## config.mk

```make
export PLATFORM = sky130hd
export DESIGN_NAME = counter_sched
export DESIGN_NICKNAME = d
export VERILOG_FILES = /design/src/rtl/counter_sched.sv
export SDC_FILE = /design/constraint.sdc
export NUM_CORES = 1
export LEC_CHECK = 0
export CAP_MARGIN = 20
export CORE_MARGIN = 10
export CORE_UTILIZATION = 50
export CTS_CLUSTER_DIAMETER = 60
export DETAILED_ROUTE_END_ITERATION = 16
export PLACE_DENSITY = 0.75
export SYNTH_ARGS = -nofsm -noshare
export SYNTH_HDL_FRONTEND = slang
export SYNTH_SLANG_ARGS = --single-unit
export TNS_END_PERCENT = 30
```

## constraint.sdc

```tcl
create_clock -name clk -period 2.1 [get_ports clk]
set_input_delay 0.315 -clock clk [delete_from_list [all_inputs] [get_ports clk]]
set_output_delay 0.315 -clock clk [all_outputs]
set_load 0.03 [all_outputs]
```

## src/rtl/counter_sched.sv

```systemverilog
// Round-robin scheduler that lends one shared up/down step counter to NREQ requesters,
// issuing exactly the requested number of enable cycles per granted job.
module counter_sched #(
    parameter int NREQ = 2,
    parameter int SW   = 4
) (
    input  logic                 clk,
    input  logic                 rst_n,
    input  logic [NREQ-1:0]      req,
    input  logic [NREQ-1:0]      dir,
    input  logic [NREQ*SW-1:0]   steps,
    output logic [NREQ-1:0]      gnt,
    output logic                 cnt_en,
    output logic                 cnt_dir,
    output logic                 done,
    output logic                 busy
);

    localparam int PW = (NREQ > 1) ? $clog2(NREQ) : 1;

    typedef enum logic [1:0] {IDLE, RUN, DONE} state_t;

    state_t          r_state;
    logic [PW-1:0]   r_rrPtr;
    logic [PW-1:0]   r_winner;
    logic [SW-1:0]   r_rem;
    logic [NREQ-1:0] r_gnt;
    logic            r_cntEn;
    logic            r_cntDir;
    logic            r_done;
    logic            r_busy;

    logic [SW-1:0]   w_stepsArr [NREQ];
    logic [PW-1:0]   w_idx;
    logic [PW-1:0]   w_winner;
    logic            w_found;
    logic [SW-1:0]   w_stepsSel;
    logic [NREQ-1:0] w_oneHot;
    logic [PW-1:0]   w_nextPtr;

    for (genvar g = 0; g < NREQ; g++) begin : g_unpack
        assign w_stepsArr[g] = steps[g*SW +: SW];
    end

    // Scan downward so the requester closest to rr_ptr is the last (winning) assignment.
    always_comb begin
        w_found  = 1'b0;
        w_winner = '0;
        w_idx    = '0;
        for (int k = NREQ - 1; k >= 0; k--) begin
            w_idx = PW'((int'(r_rrPtr) + k) % NREQ);
            if (req[w_idx]) begin
                w_found  = 1'b1;
                w_winner = w_idx;
            end
        end
    end

    assign w_stepsSel = w_stepsArr[w_winner];
    assign w_oneHot   = {{(NREQ-1){1'b0}}, 1'b1} << w_winner;
    assign w_nextPtr  = (int'(r_winner) == NREQ - 1) ? '0 : r_winner + 1'b1;

    always_ff @(posedge clk or negedge rst_n) begin
        if (!rst_n) begin
            r_state  <= IDLE;
            r_rrPtr  <= '0;
            r_winner <= '0;
            r_rem    <= '0;
            r_gnt    <= '0;
            r_cntEn  <= 1'b0;
            r_cntDir <= 1'b0;
            r_done   <= 1'b0;
            r_busy   <= 1'b0;
        end else begin
            case (r_state)
                IDLE: begin
                    if (w_found) begin
                        r_winner <= w_winner;
                        r_gnt    <= w_oneHot;
                        r_busy   <= 1'b1;
                        if (w_stepsSel == '0) begin
                            r_state <= DONE;
                            r_done  <= 1'b1;
                        end else begin
                            r_state  <= RUN;
                            r_rem    <= w_stepsSel;
                            r_cntEn  <= 1'b1;
                            r_cntDir <= dir[w_winner];
                        end
                    end
                end
                RUN: begin
                    r_rem <= r_rem - 1'b1;
                    // A dropped request aborts silently but still rotates priority.
                    if (!req[r_winner]) begin
                        r_state  <= IDLE;
                        r_gnt    <= '0;
                        r_cntEn  <= 1'b0;
                        r_cntDir <= 1'b0;
                        r_busy   <= 1'b0;
                        r_rrPtr  <= w_nextPtr;
                    end else if (r_rem == SW'(1)) begin
                        r_state  <= DONE;
                        r_cntEn  <= 1'b0;
                        r_cntDir <= 1'b0;
                        r_done   <= 1'b1;
                    end
                end
                DONE: begin
                    r_state <= IDLE;
                    r_done  <= 1'b0;
                    r_gnt   <= '0;
                    r_busy  <= 1'b0;
                    r_rrPtr <= w_nextPtr;
                end
                default: begin
                    r_state <= IDLE;
                end
            endcase
        end
    end

    assign gnt     = r_gnt;
    assign cnt_en  = r_cntEn;
    assign cnt_dir = r_cntDir;
    assign done    = r_done;
    assign busy    = r_busy;

endmodule

```

Word-level counts from Yosys, hierarchy flattened
Index checks and enable logic that the tools add are counted.
Widths: inputs -> output; s select.
{"block": "word_totals", "ff_bits": 14, "in_bits": 14, "output_inout_bits": 6, "elab_cells": 86}
{"block": "op_classes", "n_addsub": 3, "order_cmp": 5, "eq_ne": 10, "shift": 1, "muxes": 45, "n_bitwise": 1, "reduce_logical": 12}
{"operator": "$mux 1", "n": 26}
{"operator": "$mux 4", "n": 5}
{"operator": "$mux 2", "n": 6}
{"operator": "$ne 2x2->1 const B", "n": 6}
{"operator": "$lt 1x2->1 const B", "n": 4}
{"operator": "$pmux 4 s2", "n": 1}
{"operator": "$pmux 1 s2", "n": 3}
{"operator": "$pmux 1 s3", "n": 2}
{"operator": "$pmux 2 s3", "n": 1}
{"operator": "$reduce_and 2->1", "n": 3}
{"operator": "$reduce_and 3->1", "n": 2}
{"operator": "$reduce_and 5->1", "n": 1}
{"operator": "$eq 4x1->1 const B", "n": 1}
{"operator": "$logic_not 4->1", "n": 1}
{"operator": "$pmux 2 s2", "n": 1}
{"operator": "$reduce_and 4->1", "n": 1}
{"operator": "$reduce_bool 2->1", "n": 2}
{"operator": "$sub 4x1->4 const B", "n": 1}
{"operator": "$ne 3x3->1 const B", "n": 1}
{"operator": "$reduce_bool 3->1", "n": 1}
{"operator": "$add 1x1->1 const B", "n": 2}
{"operator": "$eq 2x1->1 const B", "n": 1}
{"operator": "$eq 2x2->1 const B", "n": 1}
{"operator": "$ge 2x2->1 const B", "n": 1}
{"operator": "3 further kinds", "n": 3}

Longest topological paths before layout
{"block": "depth", "depth_word": 13, "ltp_mapped": 7, "ltp_nobuf": 7}

Least setup slack after synthesis
No wires, ideal clock.
{"block": "synth_path", "kind": "in2reg", "start": "input port steps[6]", "end": "register r_done (netlist: done)", "setup_time_ps": 79, "arrival_ps": 1684, "required_time_ps": 2021, "setup_slack_ps": 336, "stages": 5, "path_buffers": 0, "cell_sequence": "or4_4 nor3b_2 nor2_1 a2111oi_2 mux2i_1"}
{"block": "synth_via", "elab_chain_cells": 6}
{"element": "from (decl)", "line": "11", "text": "input logic [NREQ*SW-1:0] steps,"}
{"element": "$mux 4 (not written as such) (3 in a row)", "line": "59", "text": "assign w_stepsSel = w_stepsArr[w_winner];"}
{"element": "$logic_not 4->1", "line": "81", "text": "if (w_stepsSel == '0) begin"}
{"element": "$ne 2x2->1 (no source line)"}
{"element": "$reduce_and 5->1 (no source line)"}
{"element": "to (signal assigned)", "line": "72", "text": "r_done <= 1'b0;"}
{"element": "to (signal assigned)", "line": "83", "text": "r_done <= 1'b1;"}
{"element": "to (signal assigned)", "line": "106", "text": "r_done <= 1'b1;"}
{"element": "to (decl)", "line": "30", "text": "logic r_done;"}
No other way between the ends. The select of a mux whose other input is x is not followed.
A chain may end at the register's enable or synchronous reset.

Worst setup path after layout
Same ends and word-level chain as after synthesis.

==> impl_results.html <==
<table>
<tr><th>Metric</th><th>Value</th></tr>
<tr><th colspan="2">Run status</th></tr>
<tr><td>Outcome</td><td>finished, final reports clean</td></tr>
<tr><th colspan="2">Timing</th></tr>
<tr><td>RSZ-0062 raised after global routing</td><td>no</td></tr>
<tr><td>Worst clock skew on the final layout</td><td>0.00695 ns</td></tr>
<tr><td>Worst max-slew margin expressed relative to the limit</td><td>0.554</td></tr>
<tr><td>Fmax achieved</td><td>0.500 GHz</td></tr>
<tr><td>Total of endpoints with negative setup slack in the final report</td><td>0</td></tr>
<tr><td>Post-Route Setup TNS</td><td>0 ns</td></tr>
<tr><td>Max Transition Viols Final</td><td>0</td></tr>
<tr><td>Pin slew with the least headroom to its limit</td><td>0.666 ns</td></tr>
<tr><td>Min cycle time layout</td><td>2.00 ns</td></tr>
<tr><td>Hold violation total from the final report</td><td>0</td></tr>
<tr><td>Tcrit/Tclk final</td><td>0.953</td></tr>
<tr><th colspan="2">Global routing</th></tr>
<tr><td>Global-route wire length before repair</td><td>4440 um</td></tr>
<tr><td>Via count of the first global-routing pass</td><td>922</td></tr>
<tr><td>Total congestion overflow after global routing</td><td>0</td></tr>
<tr><td>Pin count of the biggest net entering global routing</td><td>15</td></tr>
<tr><td>Number of antenna violations at the first check in global routing</td><td>0</td></tr>
<tr><td>Total routing resource utilization after global routing</td><td>0.132</td></tr>
<tr><th colspan="2">Floorplan</th></tr>
<tr><td>Die extent in x</td><td>63.9 um</td></tr>
<tr><td>Die area</td><td>0.00408 mm^2</td></tr>
<tr><td>Num rows</td><td>15</td></tr>
<tr><td>Area of the core region</td><td>0.00178 mm^2</td></tr>
<tr><td>Die span in y</td><td>63.9 um</td></tr>
<tr><td>Initial cell density of the core</td><td>0.540</td></tr>
<tr><td>Number of primary I/O pins</td><td>20</td></tr>
<tr><th colspan="2">Yosys</th></tr>
<tr><td>Avg Inst Size Synth</td><td>9.08 um^2</td></tr>
<tr><td>Most used DFF post-synth</td><td>sky130_fd_sc_hd__dfrtp_1</td></tr>
<tr><td>Number of warnings printed during yosys synthesis</td><td>0</td></tr>
<tr><td>Post-synthesis cell count</td><td>106</td></tr>
<tr><td>Syn nets</td><td>126</td></tr>
<tr><td>Share of synthesized flip-flops with an asynchronous set or reset</td><td>1.00</td></tr>
<tr><td>Number of enable-type register cells in the synthesized netlist</td><td>0</td></tr>
<tr><td>Register area share after synthesis</td><td>0.364</td></tr>
<tr><td>Seq cells post-synth</td><td>14</td></tr>
<tr><td>Distinct cell type count after synthesis</td><td>36</td></tr>
<tr><td>Summed instance area of the synthesized netlist</td><td>962 um^2</td></tr>
<tr><th colspan="2">Clocking</th></tr>
<tr><td>Clock tree root buffer cell</td><td>sky130_fd_sc_hd__clkbuf_4</td></tr>
<tr><td>Count of H-tree levels built during CTS</td><td>1</td></tr>
<tr><td>CTS tree</td><td>yes</td></tr>
<tr><td>Number of instances resized during post-cts repair</td><td>0</td></tr>
<tr><td>Clock Pin Slew Worst Setup and Hold Paths</td><td>0.08 ns</td></tr>
<tr><td>Max clock buf depth</td><td>2</td></tr>
<tr><td>Worst skew pair latency</td><td>0.28 ns</td></tr>
<tr><td># hold bufs at CTS</td><td>0</td></tr>
<tr><td>Clock buffers created by TritonCTS</td><td>3</td></tr>
<tr><td>Post-CTS repair timing setup buffer count</td><td>0</td></tr>
<tr><td>Number of sinks on the clock net</td><td>14</td></tr>
<tr><th colspan="2">Worst setup path</th></tr>
<tr><td>Worst-path fanout max</td><td>2</td></tr>
<tr><td>R2R Path End</td><td>r_state[0]</td></tr>
<tr><td>Crit path launch</td><td>steps[6]</td></tr>
<tr><td>Capturing instance or port of the critical path</td><td>done</td></tr>
<tr><td>FF-to-FF Start</td><td>r_state[1]</td></tr>
<tr><td>Crit path cell chain</td><td>clkdlybuf4s50_1 &gt; or4_4 &gt; nor3b_2 &gt; nor2_1 &gt; a2111oi_2 &gt; mux2i_1</td></tr>
<tr><td>Critical Path Slowest Stage Cell</td><td>sky130_fd_sc_hd__or4_4</td></tr>
<tr><td>Crit. End Element</td><td>flop</td></tr>
<tr><td>Critical Setup Path Class</td><td>in2reg</td></tr>
<tr><td>Endpoint arrival time on the critical path</td><td>2.20 ns</td></tr>
<tr><td>Worst endpoint required time</td><td>2.29 ns</td></tr>
<tr><td>Crit start category</td><td>primary input</td></tr>
<tr><td>Maximum single-stage delay on the critical path</td><td>0.56 ns</td></tr>
<tr><td>Worst R2R Setup Slack</td><td>0.20 ns</td></tr>
<tr><td>Depth of the worst register-to-register path</td><td>8</td></tr>
<tr><th colspan="2">Placed design</th></tr>
<tr><td>GP Congestion</td><td>0.898</td></tr>
<tr><td>Placed Area</td><td>0.00127 mm^2</td></tr>
<tr><td>Input/output buffers</td><td>19</td></tr>
<tr><td>Sum of net half-perimeters after detailed placement</td><td>1960 um</td></tr>
<tr><th colspan="2">Power</th></tr>
<tr><td>Total power per unit cell area</td><td>1380 mW/mm^2</td></tr>
<tr><td>IR Drop Worst-Case VDD</td><td>0.926 mV</td></tr>
<tr><td>Leak</td><td>0.592 nW</td></tr>
<tr><td>Overall power consumption</td><td>0.00179 W</td></tr>
<tr><th colspan="2">Drt</th></tr>
<tr><td>Router iterations before antenna repair</td><td>4</td></tr>
<tr><td>Wire length per cell</td><td>15.6 um</td></tr>
<tr><td>Drt drc</td><td>0</td></tr>
<tr><td>Iteration-0 DRC count of the detailed router</td><td>46</td></tr>
<tr><td>Via density per instance</td><td>5.56</td></tr>
<tr><td>Total detailed-routing wirelength</td><td>2560 um</td></tr>
<tr><td>Vias</td><td>912</td></tr>
<tr><td>Number of antenna-violating nets in the routed design</td><td>0</td></tr>
<tr><th colspan="2">Cells and area</th></tr>
<tr><td>Most frequent cells in the layout</td><td>sky130_fd_sc_hd__clkdlybuf4s50_1, sky130_fd_sc_hd__dfrtp_1, sky130_fd_sc_hd__buf_4</td></tr>
<tr><td>Number of diodes added for antenna fixing</td><td>0</td></tr>
<tr><td>Leading cell type in the layout, fill and taps excluded</td><td>sky130_fd_sc_hd__clkdlybuf4s50_1</td></tr>
<tr><td>Share of post-route cells with drive strength above 1</td><td>0.201</td></tr>
<tr><td>Layout overhead on the synthesized area</td><td>34.5%</td></tr>
<tr><td>Post-route design area</td><td>0.00129 mm^2</td></tr>
<tr><td>Final-stage net count</td><td>161</td></tr>
<tr><th colspan="2">Flow run</th></tr>
<tr><td>Number of maximum-capacitance violations</td><td>0</td></tr>
<tr><th colspan="2">Worst hold path</th></tr>
<tr><td>Min-delay worst type</td><td>in2async</td></tr>
</table>
-- through the flow --
stage                     setup slack (ns)  hold slack, ns  cells   util
final                               0.0985           0.434    164  0.726
after global routing               0.00461           0.472    164  0.726
after CTS                           0.0441           0.467    164  0.724
after detailed placement            -0.220           0.482    161  0.711
after global placement              -0.159           0.493    161  0.711
after floorplan                      0.336          0.0194    106      -
-- synth_stat cells (2+ instances only) --
library cell	n	area, um^2
sky130_fd_sc_hd__mux2i_1	3	30.0
sky130_fd_sc_hd__inv_1	10	37.5
sky130_fd_sc_hd__o21ai_0	6	30.0
sky130_fd_sc_hd__ha_1	6	75.1
sky130_fd_sc_hd__clkbuf_1	2	7.51
sky130_fd_sc_hd__a21oi_1	9	45.0
sky130_fd_sc_hd__nor2_1	9	33.8
sky130_fd_sc_hd__mux2_2	4	45.0
sky130_fd_sc_hd__a31oi_1	2	12.5
sky130_fd_sc_hd__nand2_1	10	37.5
sky130_fd_sc_hd__o211ai_1	2	15.0
sky130_fd_sc_hd__nor2b_1	3	18.8
sky130_fd_sc_hd__a211oi_1	2	15.0
sky130_fd_sc_hd__dfrtp_1	14	350
sky130_fd_sc_hd__a22o_1	2	17.5
sky130_fd_sc_hd__nand3_1	2	10.0
-- worst max-delay path: cells and delay by family --
kind	cells	cell delay, ns
AO/OA/AOI/OAI	1	0.34
buffers and inverters	1	0.44
multiplexers	1	0.25
AND/OR/NAND/NOR	3	0.85
-- sequential cells by signal, summed over array words and instances (netlist names) --
signal	flops
gnt	2
cnt_dir	1
r_state	2
r_winner	1
done	1
r_rem	4
cnt_en	1
busy	1
r_rrPtr	1
-- report_power, final --
part | leakage, nW | internal, W | switching (W) | total [W]
clock network | 0.0138 | 0.0000665 | 0.0000849 | 0.000151
registers | 0.164 | 0.000404 | 0.000113 | 0.000517
logic | 0.414 | 0.000522 | 0.000601 | 0.00112
-- worst min-delay path by stage --
stage | from | endpoint | slack (ns) | cells past startpoint
final | rst_n | r_rem[0] | 0.43 | 1
after global routing | rst_n | r_winner | 0.47 | 1
after CTS | rst_n | r_rem[0] | 0.47 | 1
after detailed placement | cnt_dir | cnt_dir | 0.48 | 1
after global placement | gnt[0] | gnt[0] | 0.49 | 1
after floorplan | rst_n | busy | 0.02 | 0
-- cell families (layout without fill, tap and decap cells) --
family | after synthesis | in the layout | share of synthesized area
flops | 14 | 14 | 0.364
buf+inv | 13 | 46 | 0.0611
mux | 7 | 7 | 0.0780
compound gates | 32 | 32 | 0.234
simple gates | 34 | 34 | 0.185
fa+ha+maj | 6 | 6 | 0.0780
-- final cells by class --
class	instances	area (um^2)
Clock buffer	3	22.5
Sequential cell	14	350
Multi-Input combinational cell	79	557
Tap cell	25	31.3
Timing Repair Buffer	33	295
Inverter	10	37.5
Fill cell	143	489
-- layer usage --
metal	share of wire	GRT usage
met1	0.50	0.176
met3	0.060	0.0383
met5	0	0
met4	0.016	0.0410
met2	0.43	0.200
No activity file was read; power rests on OpenSTA's default activity.
